`src/rtl/divide_dequantize_if.sv`:
```
// Handshake and lane bus for divide_dequantize: one beat of NPARALLEL dividends
// plus a shared divisor in, NPARALLEL saturated quotients out.
interface divide_dequantize_if #(
    parameter int NBITS     = 16,
    parameter int NPARALLEL = 4
);
    logic                    in_valid;
    logic                    in_ready;
    logic signed [NBITS-1:0] ina [0:NPARALLEL-1];
    logic signed [NBITS-1:0] inb;
    logic                    out_valid;
    logic                    out_ready;
    logic signed [NBITS-1:0] vout [0:NPARALLEL-1];
    logic                    div_zero;

    modport master (
        output in_valid, ina, inb, out_ready,
        input  in_ready, out_valid, vout, div_zero
    );

    modport slave (
        input  in_valid, ina, inb, out_ready,
        output in_ready, out_valid, vout, div_zero
    );
endinterface

```
`src/rtl/divide_dequantize.sv`:
```
// Lane-parallel restoring divider: vout[p] = (ina[p] << NBITS) / inb, saturated.
// Optional macro DEQUANT_ROUND_NEAREST_EN selects round-half-away-from-zero.
module divide_dequantize #(
    parameter int NBITS     = 16,
    parameter int NPARALLEL = 4
) (
    input logic                clk,
    input logic                rst,
    divide_dequantize_if.slave bus
);
    localparam int CW = $clog2(2*NBITS);
    localparam logic signed [NBITS-1:0] MAX_POS = {1'b0, {(NBITS-1){1'b1}}};
    localparam logic signed [NBITS-1:0] MIN_NEG = {1'b1, {(NBITS-1){1'b0}}};
    localparam logic [2*NBITS:0] LIM_POS = {{(NBITS+1){1'b0}}, 1'b0, {(NBITS-1){1'b1}}};
    localparam logic [2*NBITS:0] LIM_NEG = {{(NBITS+1){1'b0}}, 1'b1, {(NBITS-1){1'b0}}};

    typedef enum logic [2:0] {IDLE, PREP, DIV, FIX, DONE} state_t;

    state_t                  state;
    logic [CW-1:0]           count;
    logic                    in_ready;
    logic                    out_valid;
    logic                    div_zero;
    logic signed [NBITS-1:0] vout [0:NPARALLEL-1];

    logic signed [NBITS-1:0] a_q [0:NPARALLEL-1];
    logic signed [NBITS-1:0] b_q;
    logic [NBITS-1:0]        dmag;
    logic [2*NBITS-1:0]      dvd  [0:NPARALLEL-1];
    logic [2*NBITS-1:0]      quot [0:NPARALLEL-1];
    logic [NBITS:0]          rem  [0:NPARALLEL-1];
    logic [NPARALLEL-1:0]    qneg;

    logic [NBITS+1:0]        trial [0:NPARALLEL-1];
    logic [NPARALLEL-1:0]    take;
    logic [2*NBITS:0]        mag   [0:NPARALLEL-1];
    logic signed [NBITS-1:0] res   [0:NPARALLEL-1];

    // Unsigned magnitude; -2^(NBITS-1) maps to 2^(NBITS-1) without overflow.
    function automatic logic [NBITS-1:0] abs_mag(input logic signed [NBITS-1:0] v);
        logic [NBITS-1:0] u;
        u = v;
        return u[NBITS-1] ? (~u + 1'b1) : u;
    endfunction

    function automatic logic signed [NBITS-1:0] saturate(input logic [2*NBITS:0] m,
                                                         input logic neg);
        logic [NBITS-1:0] lo;
        lo = m[NBITS-1:0];
        if (!neg)
            return (m > LIM_POS) ? MAX_POS : lo;
        else
            return (m > LIM_NEG) ? MIN_NEG : (~lo + 1'b1);
    endfunction

    function automatic logic signed [NBITS-1:0] zero_div(input logic signed [NBITS-1:0] a);
        if (a == '0)
            return '0;
        return a[NBITS-1] ? MIN_NEG : MAX_POS;
    endfunction

    always_comb begin
        for (int p = 0; p < NPARALLEL; p++) begin
            trial[p] = {rem[p], dvd[p][2*NBITS-1]};
            take[p]  = (trial[p] >= {2'b00, dmag});
`ifdef DEQUANT_ROUND_NEAREST_EN
            mag[p]   = {1'b0, quot[p]} +
                       (2*NBITS+1)'({rem[p], 1'b0} >= {2'b00, dmag});
`else
            mag[p]   = {1'b0, quot[p]};
`endif
            res[p]   = (b_q == '0) ? zero_div(a_q[p]) : saturate(mag[p], qneg[p]);
        end
    end

    // Control, handshake and result registers; reset aborts any in-flight beat.
    always_ff @(posedge clk or posedge rst) begin
        if (rst) begin
            state     <= IDLE;
            count     <= '0;
            in_ready  <= 1'b1;
            out_valid <= 1'b0;
            div_zero  <= 1'b0;
            for (int p = 0; p < NPARALLEL; p++) vout[p] <= '0;
        end else begin
            case (state)
                IDLE: if (bus.in_valid) begin
                    in_ready <= 1'b0;
                    state    <= PREP;
                end
                PREP: begin
                    count <= CW'(2*NBITS-1);
                    state <= DIV;
                end
                DIV: begin
                    if (count == '0) state <= FIX;
                    else             count <= count - 1'b1;
                end
                FIX: begin
                    for (int p = 0; p < NPARALLEL; p++) vout[p] <= res[p];
                    div_zero  <= (b_q == '0);
                    out_valid <= 1'b1;
                    state     <= DONE;
                end
                DONE: if (bus.out_ready) begin
                    out_valid <= 1'b0;
                    in_ready  <= 1'b1;
                    state     <= IDLE;
                end
                default: state <= IDLE;
            endcase
        end
    end

    // Divider datapath: operand capture, magnitude prep, one quotient bit per cycle.
    always_ff @(posedge clk) begin
        if (state == IDLE && bus.in_valid) begin
            a_q <= bus.ina;
            b_q <= bus.inb;
        end
        if (state == PREP) begin
            dmag <= abs_mag(b_q);
            for (int p = 0; p < NPARALLEL; p++) begin
                dvd[p]  <= {abs_mag(a_q[p]), {NBITS{1'b0}}};
                rem[p]  <= '0;
                quot[p] <= '0;
                qneg[p] <= a_q[p][NBITS-1] ^ b_q[NBITS-1];
            end
        end
        if (state == DIV) begin
            for (int p = 0; p < NPARALLEL; p++) begin
                dvd[p]  <= dvd[p] << 1;
                rem[p]  <= (NBITS+1)'(take[p] ? (trial[p] - {2'b00, dmag}) : trial[p]);
                quot[p] <= {quot[p][2*NBITS-2:0], take[p]};
            end
        end
    end

    assign bus.in_ready  = in_ready;
    assign bus.out_valid = out_valid;
    assign bus.div_zero  = div_zero;
    assign bus.vout      = vout;
endmodule

```
`src/flat_wrapper.sv`:
```
// flat-port wrapper written by rule: the top's interface ports become plain ports
module divide_dequantize_flat 
#(
    parameter int NBITS     = 16,
    parameter int NPARALLEL = 4
)
  (clk, rst, bus_in_valid, bus_ina, bus_inb, bus_out_ready, bus_in_ready, bus_out_valid, bus_vout, bus_div_zero);
  divide_dequantize_if #(.NBITS(NBITS), .NPARALLEL(NPARALLEL)) bus_i ();
  input logic clk;
  input logic rst;
  input wire logic [$bits(bus_i.in_valid)-1:0] bus_in_valid;
  input wire logic [$bits(bus_i.ina)-1:0] bus_ina;
  input wire logic [$bits(bus_i.inb)-1:0] bus_inb;
  input wire logic [$bits(bus_i.out_ready)-1:0] bus_out_ready;
  output wire logic [$bits(bus_i.in_ready)-1:0] bus_in_ready;
  output wire logic [$bits(bus_i.out_valid)-1:0] bus_out_valid;
  output wire logic [$bits(bus_i.vout)-1:0] bus_vout;
  output wire logic [$bits(bus_i.div_zero)-1:0] bus_div_zero;
  assign bus_i.in_valid = bus_in_valid;
  assign bus_i.ina = {>>{bus_ina}};
  assign bus_i.inb = bus_inb;
  assign bus_i.out_ready = bus_out_ready;
  assign bus_in_ready = bus_i.in_ready;
  assign bus_out_valid = bus_i.out_valid;
  assign bus_vout = {>>{bus_i.vout}};
  assign bus_div_zero = bus_i.div_zero;
  divide_dequantize #(.NBITS(NBITS), .NPARALLEL(NPARALLEL)) u_core (.clk(clk), .rst(rst), .bus(bus_i));
endmodule
```
`config.mk`:
```
export PLATFORM = sky130hd
export DESIGN_NAME = divide_dequantize_flat
export DESIGN_NICKNAME = d
export VERILOG_FILES = /design/src/rtl/divide_dequantize_if.sv /design/src/rtl/divide_dequantize.sv /design/src/flat_wrapper.sv
export SDC_FILE = /design/constraint.sdc
export NUM_CORES = 1
export LEC_CHECK = 0
export BUFFER_PORTS_ARGS = -buffer_cell sky130_fd_sc_hd__clkbuf_2
export CORE_ASPECT_RATIO = 0.6
export CORE_MARGIN = 1.5
export CORE_UTILIZATION = 60
export CTS_CLUSTER_SIZE = 28
export DETAILED_ROUTE_END_ITERATION = 7
export PLACE_DENSITY = 0.89
export SKIP_LAST_GASP = 1
export SYNTH_ARGS = -nofsm -noshare
export SYNTH_HDL_FRONTEND = slang
export SYNTH_SLANG_ARGS = --single-unit
```
`constraint.sdc`:
```
create_clock -name clk -period 19.4 [get_ports clk]
set_input_delay 2.91 -clock clk [delete_from_list [all_inputs] [get_ports clk]]
set_output_delay 2.91 -clock clk [all_outputs]
set_load 0.1 [all_outputs]
```
-- Yosys cells after proc, flatten, opt, wreduce, memory -nomap -nowiden
Memories as Yosys holds them, arrays and structs flattened.
Cells that the tools add are included.
- flip-flop bits (word level): 175
- memory bits (writable): 320
- output and inout port bits: 67
- word-level logic and storage cells: 162
- memories kept: 3
- add/subtract/negate cells: 14
- order comparisons: 12
- equality and inequality tests: 8
- mux-type cells: 68
- bitwise logic cells: 25
- reductions and logical operators: 15
- memories (name ; words ; width ; read ports ; clocked after Yosys merged registers in ; write ports ; line ; RTL):
    u_core.quot ; 4 ; 32 ; 4 ; 0 ; 4 ; divide_dequantize.sv:30 ; logic [2*NBITS-1:0] quot [0:NPARALLEL-1];
    u_core.dvd ; 4 ; 31 ; 4 ; 0 ; 4 ; divide_dequantize.sv:29 ; logic [2*NBITS-1:0] dvd [0:NPARALLEL-1];
    u_core.rem ; 4 ; 17 ; 4 ; 0 ; 4 ; divide_dequantize.sv:31 ; logic [NBITS:0] rem [0:NPARALLEL-1];
- operators by type and width (kind ; number):
    $mux W16 ; 32
    $add A16 B1 Y16 const B ; 9
    $not A16 Y16 ; 9
    $mux W17 ; 8
    $gt A32 B15 Y1 const B ; 4
    $gt A32 B16 Y1 const B ; 4
    $mux W32 ; 4
    $mux W31 ; 4
    $logic_not A16 Y1 ; 5
    $ge A18 B16 Y1 ; 4
    $sub A17 B16 Y17 ; 4
    $mux W15 ; 1
    $pmux W3 S5 ; 1
    $or A1 B1 Y1 ; 12
    $mux W1 ; 11
    $pmux W5 S2 ; 1
    $mux W3 ; 3
    $eq A3 B2 Y1 const B ; 2
    $ne A2 B2 Y1 const B ; 3
    $reduce_and A3 Y1 ; 2
    $reduce_bool A2 Y1 ; 3
    $logic_not A5 Y1 ; 1
    $mux W5 ; 1
    $sub A5 B1 Y5 const B ; 1
    other kinds (8) ; 13

-- Longest topological paths before layout
Gate-level depths: netlist (run 1).
An unclocked memory read counts as a cell.
- depth in word-level cells: 6
- mapped depth: 12

-- Worst setup path before layout (run 1)
Ideal clock, no wire load.
- path type: input to register
- start point: input port bus_in_valid
- end point: register u_core.a_q[0] (netlist name), enable pin
- library setup time: 0.743 ns
- data arrival time: 10.990 ns
- setup slack: 7.667 ns
- stages: 1
- buffers on the path: 0
- path through: nor4b_1
- longest elaborated chain between the ends: 1
- RTL lines (item ; line ; RTL):
    start: declaration ; flat_wrapper.sv:11 ; input wire logic [$bits(bus_i.in_valid)-1:0] bus_in_valid;
    $logic_and A1 B1 Y1 ; divide_dequantize.sv:117 ; if (state == IDLE && bus.in_valid) begin
    end signal: assignment ; divide_dequantize.sv:118 ; a_q <= bus.ina;
    end: declaration ; divide_dequantize.sv:26 ; logic signed [NBITS-1:0] a_q [0:NPARALLEL-1];
Every way passes these cells.
A chain may end at the register's enable or synchronous reset.

-- Worst setup path in the final report (run 1)
- start point: register u_core.in_ready (netlist: u_core.bus.in_ready)
- end point: output port bus_in_ready
- RTL lines (item ; line ; RTL):
    start: declaration ; divide_dequantize.sv:21 ; logic in_ready;
    start signal: assignment ; divide_dequantize.sv:81 ; in_ready <= 1'b1;
    start signal: assignment ; divide_dequantize.sv:88 ; in_ready <= 1'b0;
    start signal: assignment ; divide_dequantize.sv:107 ; in_ready <= 1'b1;
    end: declaration ; flat_wrapper.sv:15 ; output wire logic [$bits(bus_i.in_ready)-1:0] bus_in_ready;
No word-level cell between the ends.

==> results.md, run 1 <==
* Status: completed
* Critical R2R Launch: u_core.dmag[0]
* GR peak layer: met1
* CP Data Arrival Time at between 1.5 and 2 ns
* Core Box Area at 0.0390 mm2
* Met1 Resource Use GR at between 40% and 50%
* CTS H-tree depth at 2
* Port Buf Inserts at 150
* Prevailing post-synth register cell: edfxtp_1
* Async S/R FF share, synth at between 10% and 20%
* Die H at 157 um
* Area grow syn2layout at 9.97%
* Max-cap viol count at 0
* FF/Latch Area at 0.0127 mm2
* Area occupied by multi-input gates at 0.0102 mm2
* Yosys cell types at 93
* Post-Syn Area at between 0.02 and 0.025 mm2
* Hold slack final at approximately 0.50 ns
* Required time of the worst setup path at ~16 ns
* Crit-path leading delay family: flip-flops
* Unrepaired setup endpoints after global routing: false
* Die Wd at about 260 um
* Num CTS Buffers at 41
* Post-CTS setup buffer count at 0
* Met2 Resource Use GR at between 40 and 50%
* Post-route cell area at ~0.026 mm2
* Worst slew margin at about 16%
* Initial Utilization at between 60% and 70%
* Remaining global-route overflow at 0
* GPL Wtd Cong at 0.967
* Final setup violation count at 0
* R2r setup slk at around 16 ns
* Detail Route Antenna Nets at 0
* Vias per cell at 6.55
* Drt total wl at 59100 um
* Post-synthesis sequential area ratio at a little over half
* Nets at between 2000 and 2500
* Max Clk Rate at roughly 220 MHz
* Worst Hold Path EP: u_core.bus.vout[48]
* Antenna violations before repair at 5
* Tmin final at ~4.5 ns
* Clock skew at roughly 0.020 ns
* First-pass DRT Iterations at 6
* #FFs+latches synth at around 440
* Buf+Inv Stages, Crit Path at 1
* Most common cell after layout, fill and taps aside: edfxtp_1
* Mapped Avg Cell Area at between 10 and 15 um2
* Clock Sinks at ~440
* # IOs at around 150
* Detail Placement HPWL at ~40000 um
* GR Layer Usage met3 at between 7 and 8%
* DP Area at between 0.02 and 0.025 mm2
* Synth top area cells: edfxtp_1 (46%), dfrtp_1 (7.8%), ha_1 (4.0%)
* DR DRC count at 0
* Period utilization at between 20% and 30%
* # rows at 56
* Crit path max fanout at 3
* FF-to-FF End: u_core.rem[0][12]
* Hold Vio Cnt, Final at 0
* Routed len/inst at about 21 um
* Largest area contributor in the netlist: edfxtp_1
* Fill cells at between 2000 and 3000
* GRT Total Usage at 28.8%
* Worst Reg-to-Reg Cells at 9
* CP Class: reg -> out
* Mapped Nets at 2394
* Worst-Margin Slew at ~1.3 ns
* Hold-fix buffer count after cts at 0
* Most frequent cells in the layout: edfxtp_1 (360), nand2_1 (233), o21ai_0 (179)
* Worst-Skew Late Latency at between 0.5 and 0.6 ns
* Final Slew Violations at 0
* Clk buf depth at 3
* Largest net degree at the start of global routing at 125
* Crit path launch type: register
* Total negative slack at 0 ns
* CP Cell Sequence: clkbuf_2
* Min-Delay Path Depth at 2
* Worst hold start: u_core.bus.vout[48]
* First-pass GRT wire length at between 90000 and 100000 um
* Synth top area share at 45.7%
* Critical Path End Type: output port
* CTS root buf: clkbuf_16
* CTS tree: built
* Vias in the first global route at ~17000
* Slowest stage delay, CP at roughly 0.55 ns
* EDFF count, synth at 360
* Via count at approximately 19000
* Slowest CP cell: dfstp_2
* Synth warn at 0
* PostCTS Resize Cnt at 0
* Reg clk slew, reported paths at roughly 0.07 ns
* DIE AREA at about 0.041 mm2
* Hold crit path type: reg -> reg
* Post-Synthesis Cells at between 2000 and 2500
* Starting DRT DRC Count at roughly 2700
* Share of layout cells above drive strength 1 at about an eighth
synthesized netlist by cell type, types with 7 or more instances:
cell type and n:
a211o_1 9, a211oi_1 21, a21o_1 25, a21oi_1 153, a221oi_2 9, a31oi_1 22, and2_1 9, and3_1 124
buf_2 18, clkbuf_1 81, dfrtp_1 74, edfxtp_1 360, ha_1 75, inv_1 77, mux2i_1 21, nand2_1 235
nand2b_1 25, nand3_1 42, nand3b_1 12, nand4_1 23, nor2_1 132, nor2b_1 9, nor3_1 51, nor4_1 37
o211ai_1 48, o21a_1 10, o21ai_0 179, o22a_1 7, o22ai_1 8, o31ai_1 24, o41ai_1 13, or2_2 9
or3_1 30, or4_1 16, xnor2_1 59, xor2_1 61
sequential cells by signal, summed over array words and instances (netlist names), 3 cells and up:
signal / flops
u_core.a_q: 64
u_core.b_q: 16
u_core.bus.vout: 64
u_core.count: 5
u_core.dmag: 16
u_core.dvd: 64
u_core.qneg: 4
u_core.quot: 128
u_core.rem: 68
u_core.state: 3
cells by family (layout without fill, tap and decap cells):
group	after synthesis	after routing	synth area share (%)
flip-flops	435	435	53.6
AO/OA/AOI/OAI	601	601	16.4
AND/OR/NAND/NOR	786	786	17.1
XOR/XNOR	120	120	4.44
other	0	2	0
adder cells (fa/ha/maj)	79	79	4.31
multiplexers	21	21	0.889
buffers and inverters	189	316	3.23
area by class of cell:
class / count / area share, %
clock buffers: 48 / 4.05
diodes: 2 / 0.0192
flip-flops and latches: 435 / 48.8
inverters: 79 / 1.14
clock inverters: 26 / 0.914
repair buffers: 163 / 3.26
well taps: 522 / 2.51
multi-input cells: 1607 / 39.3
per-layer routing:
metal	routed length [um]	part of all wire, %
met5	40	0.068
met4	1560	2.6
met3	6960	12
met2	25600	43
met1	25000	42
through the flow:
step,util (%),setup WS (ns),instances
after floorplan,-,7.67,2231
after global placement,63.4,14.89,2806
after detailed placement,63.4,14.84,2806
after CTS,66.8,14.92,2880
after global routing,66.8,14.89,2881
final,66.8,14.93,2882
worst max-delay path by stage:
stage | cells past startpoint | from | endpoint | slack [ns]
floorplan | 1 | bus_in_valid | u_core.a_q[0] | 7.67
global placement | 3 | bus_in_valid | u_core.a_q[52] | 14.89
detailed placement | 3 | bus_in_valid | u_core.a_q[55] | 14.84
CTS | 1 | u_core.bus.in_ready | bus_in_ready | 14.92
global route | 1 | u_core.bus.in_ready | bus_in_ready | 14.89
finish | 1 | u_core.bus.in_ready | bus_in_ready | 14.93
Power of run 1 is not shown: default switching activity piles up to over one toggle a cycle in this logic, so the estimate is an artifact.
==> inputs of run 2 (changes only) <==
==> constraint.sdc (replaced) <==
create_clock -name clk -period 4.2 [get_ports clk]
set_input_delay 0.63 -clock clk [delete_from_list [all_inputs] [get_ports clk]]
set_output_delay 0.63 -clock clk [all_outputs]
set_load 0.1 [all_outputs]
==> results.md, run 2 (synthesis results as in run 1) <==
* Crit path launch type: register
* Final Slew Violations at 0 (unchanged)
* Fill cells at 2831 (-1.2%)
* GPL Wtd Cong at 1.01 (+4.9%)
* CTS root buf: clkbuf_16
* CTS tree: built
* Max Clk Rate at around 290 MHz
* Status: completed
* Core Box Area at 0.0390 mm2 (unchanged)
* Clock skew at 0.0307 ns (+0.0103 ns)
* Via count at 19100 (+0.93%)
* Area occupied by multi-input gates at 0.0102 mm2 (+0.17%)
* Worst slew margin at 28.4% (+12 points)
* DR DRC count at 0 (unchanged)
* Nets at 2499 (+0.36%)
* CTS H-tree depth at 2 (unchanged)
* Detail Placement HPWL at 41700 um (+3.6%)
* Unrepaired setup endpoints after global routing: false
* Die Wd at 259 um (unchanged)
* Period utilization at between 80 and 90%
* Worst-Skew Late Latency at 0.57 ns (about the same)
* Critical R2R Launch: u_core.dmag[0]
* Share of layout cells above drive strength 1 at 12.1% (+0.46 points)
* Most frequent cells in the layout: edfxtp_1 (360), nand2_1 (233), o21ai_0 (179)
* Initial Utilization at 60.7% (unchanged)
* CP Data Arrival Time at 3.78 ns (+2.22 ns)
* Remaining global-route overflow at 0 (unchanged)
* Critical Path End Type: register
* Max-cap viol count at 0 (unchanged)
* Required time of the worst setup path at 4.48 ns (-12.01 ns)
* Vias in the first global route at 17600 (+0.72%)
* Max reg flops at 128 (unchanged)
* FF/Latch Area at 0.0127 mm2 (unchanged)
* Vias per cell at 6.60 (+0.65%)
* First-pass DRT Iterations at 7 (+1)
* DIE AREA at 0.0407 mm2 (unchanged)
* Clk buf depth at 3 (unchanged)
* Hold Vio Cnt, Final at 0 (unchanged)
* Largest net degree at the start of global routing at 92 (-26%)
* N_diodes at 0 (-2)
* Starting DRT DRC Count at 2752 (+3.3%)
* Final setup violation count at 0 (unchanged)
* Num CTS Buffers at 41 (unchanged)
* Hold-fix buffer count after cts at 0 (unchanged)
* Most flops, register: u_core.quot
* GRT Total Usage at 29.5% (+0.66 points)
* # IOs at 151 (unchanged)
* PostCTS Resize Cnt at 0 (unchanged)
* Drt total wl at 60900 um (+3.1%)
* CP Class: reg -> reg
* Crit path max fanout at 16 (+13)
* First-pass GRT wire length at 95100 um (+1.5%)
* Reg clk slew, reported paths at 0.07 ns (about the same)
* Port Buf Inserts at 150 (unchanged)
* Worst-Margin Slew at 1.07 ns (-0.180 ns)
* Hold crit path type: in -> async
* Worst setup startpoint: u_core.dmag[0]
* # rows at 56 (unchanged)
* Post-CTS setup buffer count at 0 (unchanged)
* Die H at 157 um (unchanged)
* Detail Route Antenna Nets at 0 (unchanged)
* Most common cell after layout, fill and taps aside: edfxtp_1
* Total negative slack at 0 ns (unchanged)
* Registers with the most flip-flops: u_core.quot: 128 flops, u_core.rem: 68 flops
* Clock Sinks at 435 (unchanged)
* Routed len/inst at 21.1 um (+2.8%)
* Antenna violations before repair at 0 (-5)
* Area grow syn2layout at 10.7%
* Hold slack final at 0.161 ns (-0.334 ns)
* Tmin final at 3.49 ns
-- run 2: cell count changes in the layout (fill, tap and decap cells not counted), moves of 3 or more --
cell / change
buf_12: +3
buf_4: +6
clkinv_1: -4
clkbuf_8: +6
clkinvlp_4: -5
-- run 2: final cells by class --
type | count | share of cell area [%]
Sequential cell | 435 | 48.5
Multi-Input combinational cell | 1607 | 39.1
Clock buffer | 57 | 4.46
Timing Repair Buffer | 172 | 3.64
Tap cell | 522 | 2.49
Inverter | 79 | 1.14
Clock inverter | 18 | 0.698
-- run 2: through the flow --
stage / std cells / setup slack [ns] / cell area (um2) / utilization [%]
2_1_floorplan: 2231 / 0.381 / 23700 / -
3_3_place_gp: 2815 / 1.01 / 24800 / 63.8
3_5_place_dp: 2815 / 0.826 / 24800 / 63.8
4_1_cts: 2890 / 0.772 / 26200 / 67.2
5_1_grt: 2890 / 0.460 / 26200 / 67.2
6_report: 2890 / 0.706 / 26200 / 67.2
-- run 2: worst paths after layout --
kind,end,slack [ns],cells after the start
min,u_core.bus.vout[15],0.16,2
max,u_core.rem[0][12],0.71,9
min reg2reg,u_core.bus.vout[33],0.50,1
max reg2reg,u_core.rem[0][12],0.71,9
min in group clk,u_core.a_q[34],0.23,1
max in group asynchronous,u_core.bus.vout[8],3.03,3
-- run 2: layer usage --
| layer | wire (um) | share of wire (%) | GRT usage [%] |
|---|---|---|---|
| met5 | 0 | 0 | 0 |
| met4 | 1590 | 2.6 | 8.89 |
| met3 | 7310 | 12 | 7.66 |
| met2 | 26600 | 44 | 43.6 |
| met1 | 25400 | 42 | 42.6 |
-- run 2: worst max-delay path: stages, from the launching register on --
cell      delay (ns)
edfxtp_1        0.48
ha_1            0.20
inv_1           0.06
fa_1            0.44
a211oi_1        0.56
nor3b_1         0.12
o211ai_1        0.26
nand3_1         0.57
nand2_1         0.37
o21ai_0         0.14
Power of run 2 is left out for the same reason.
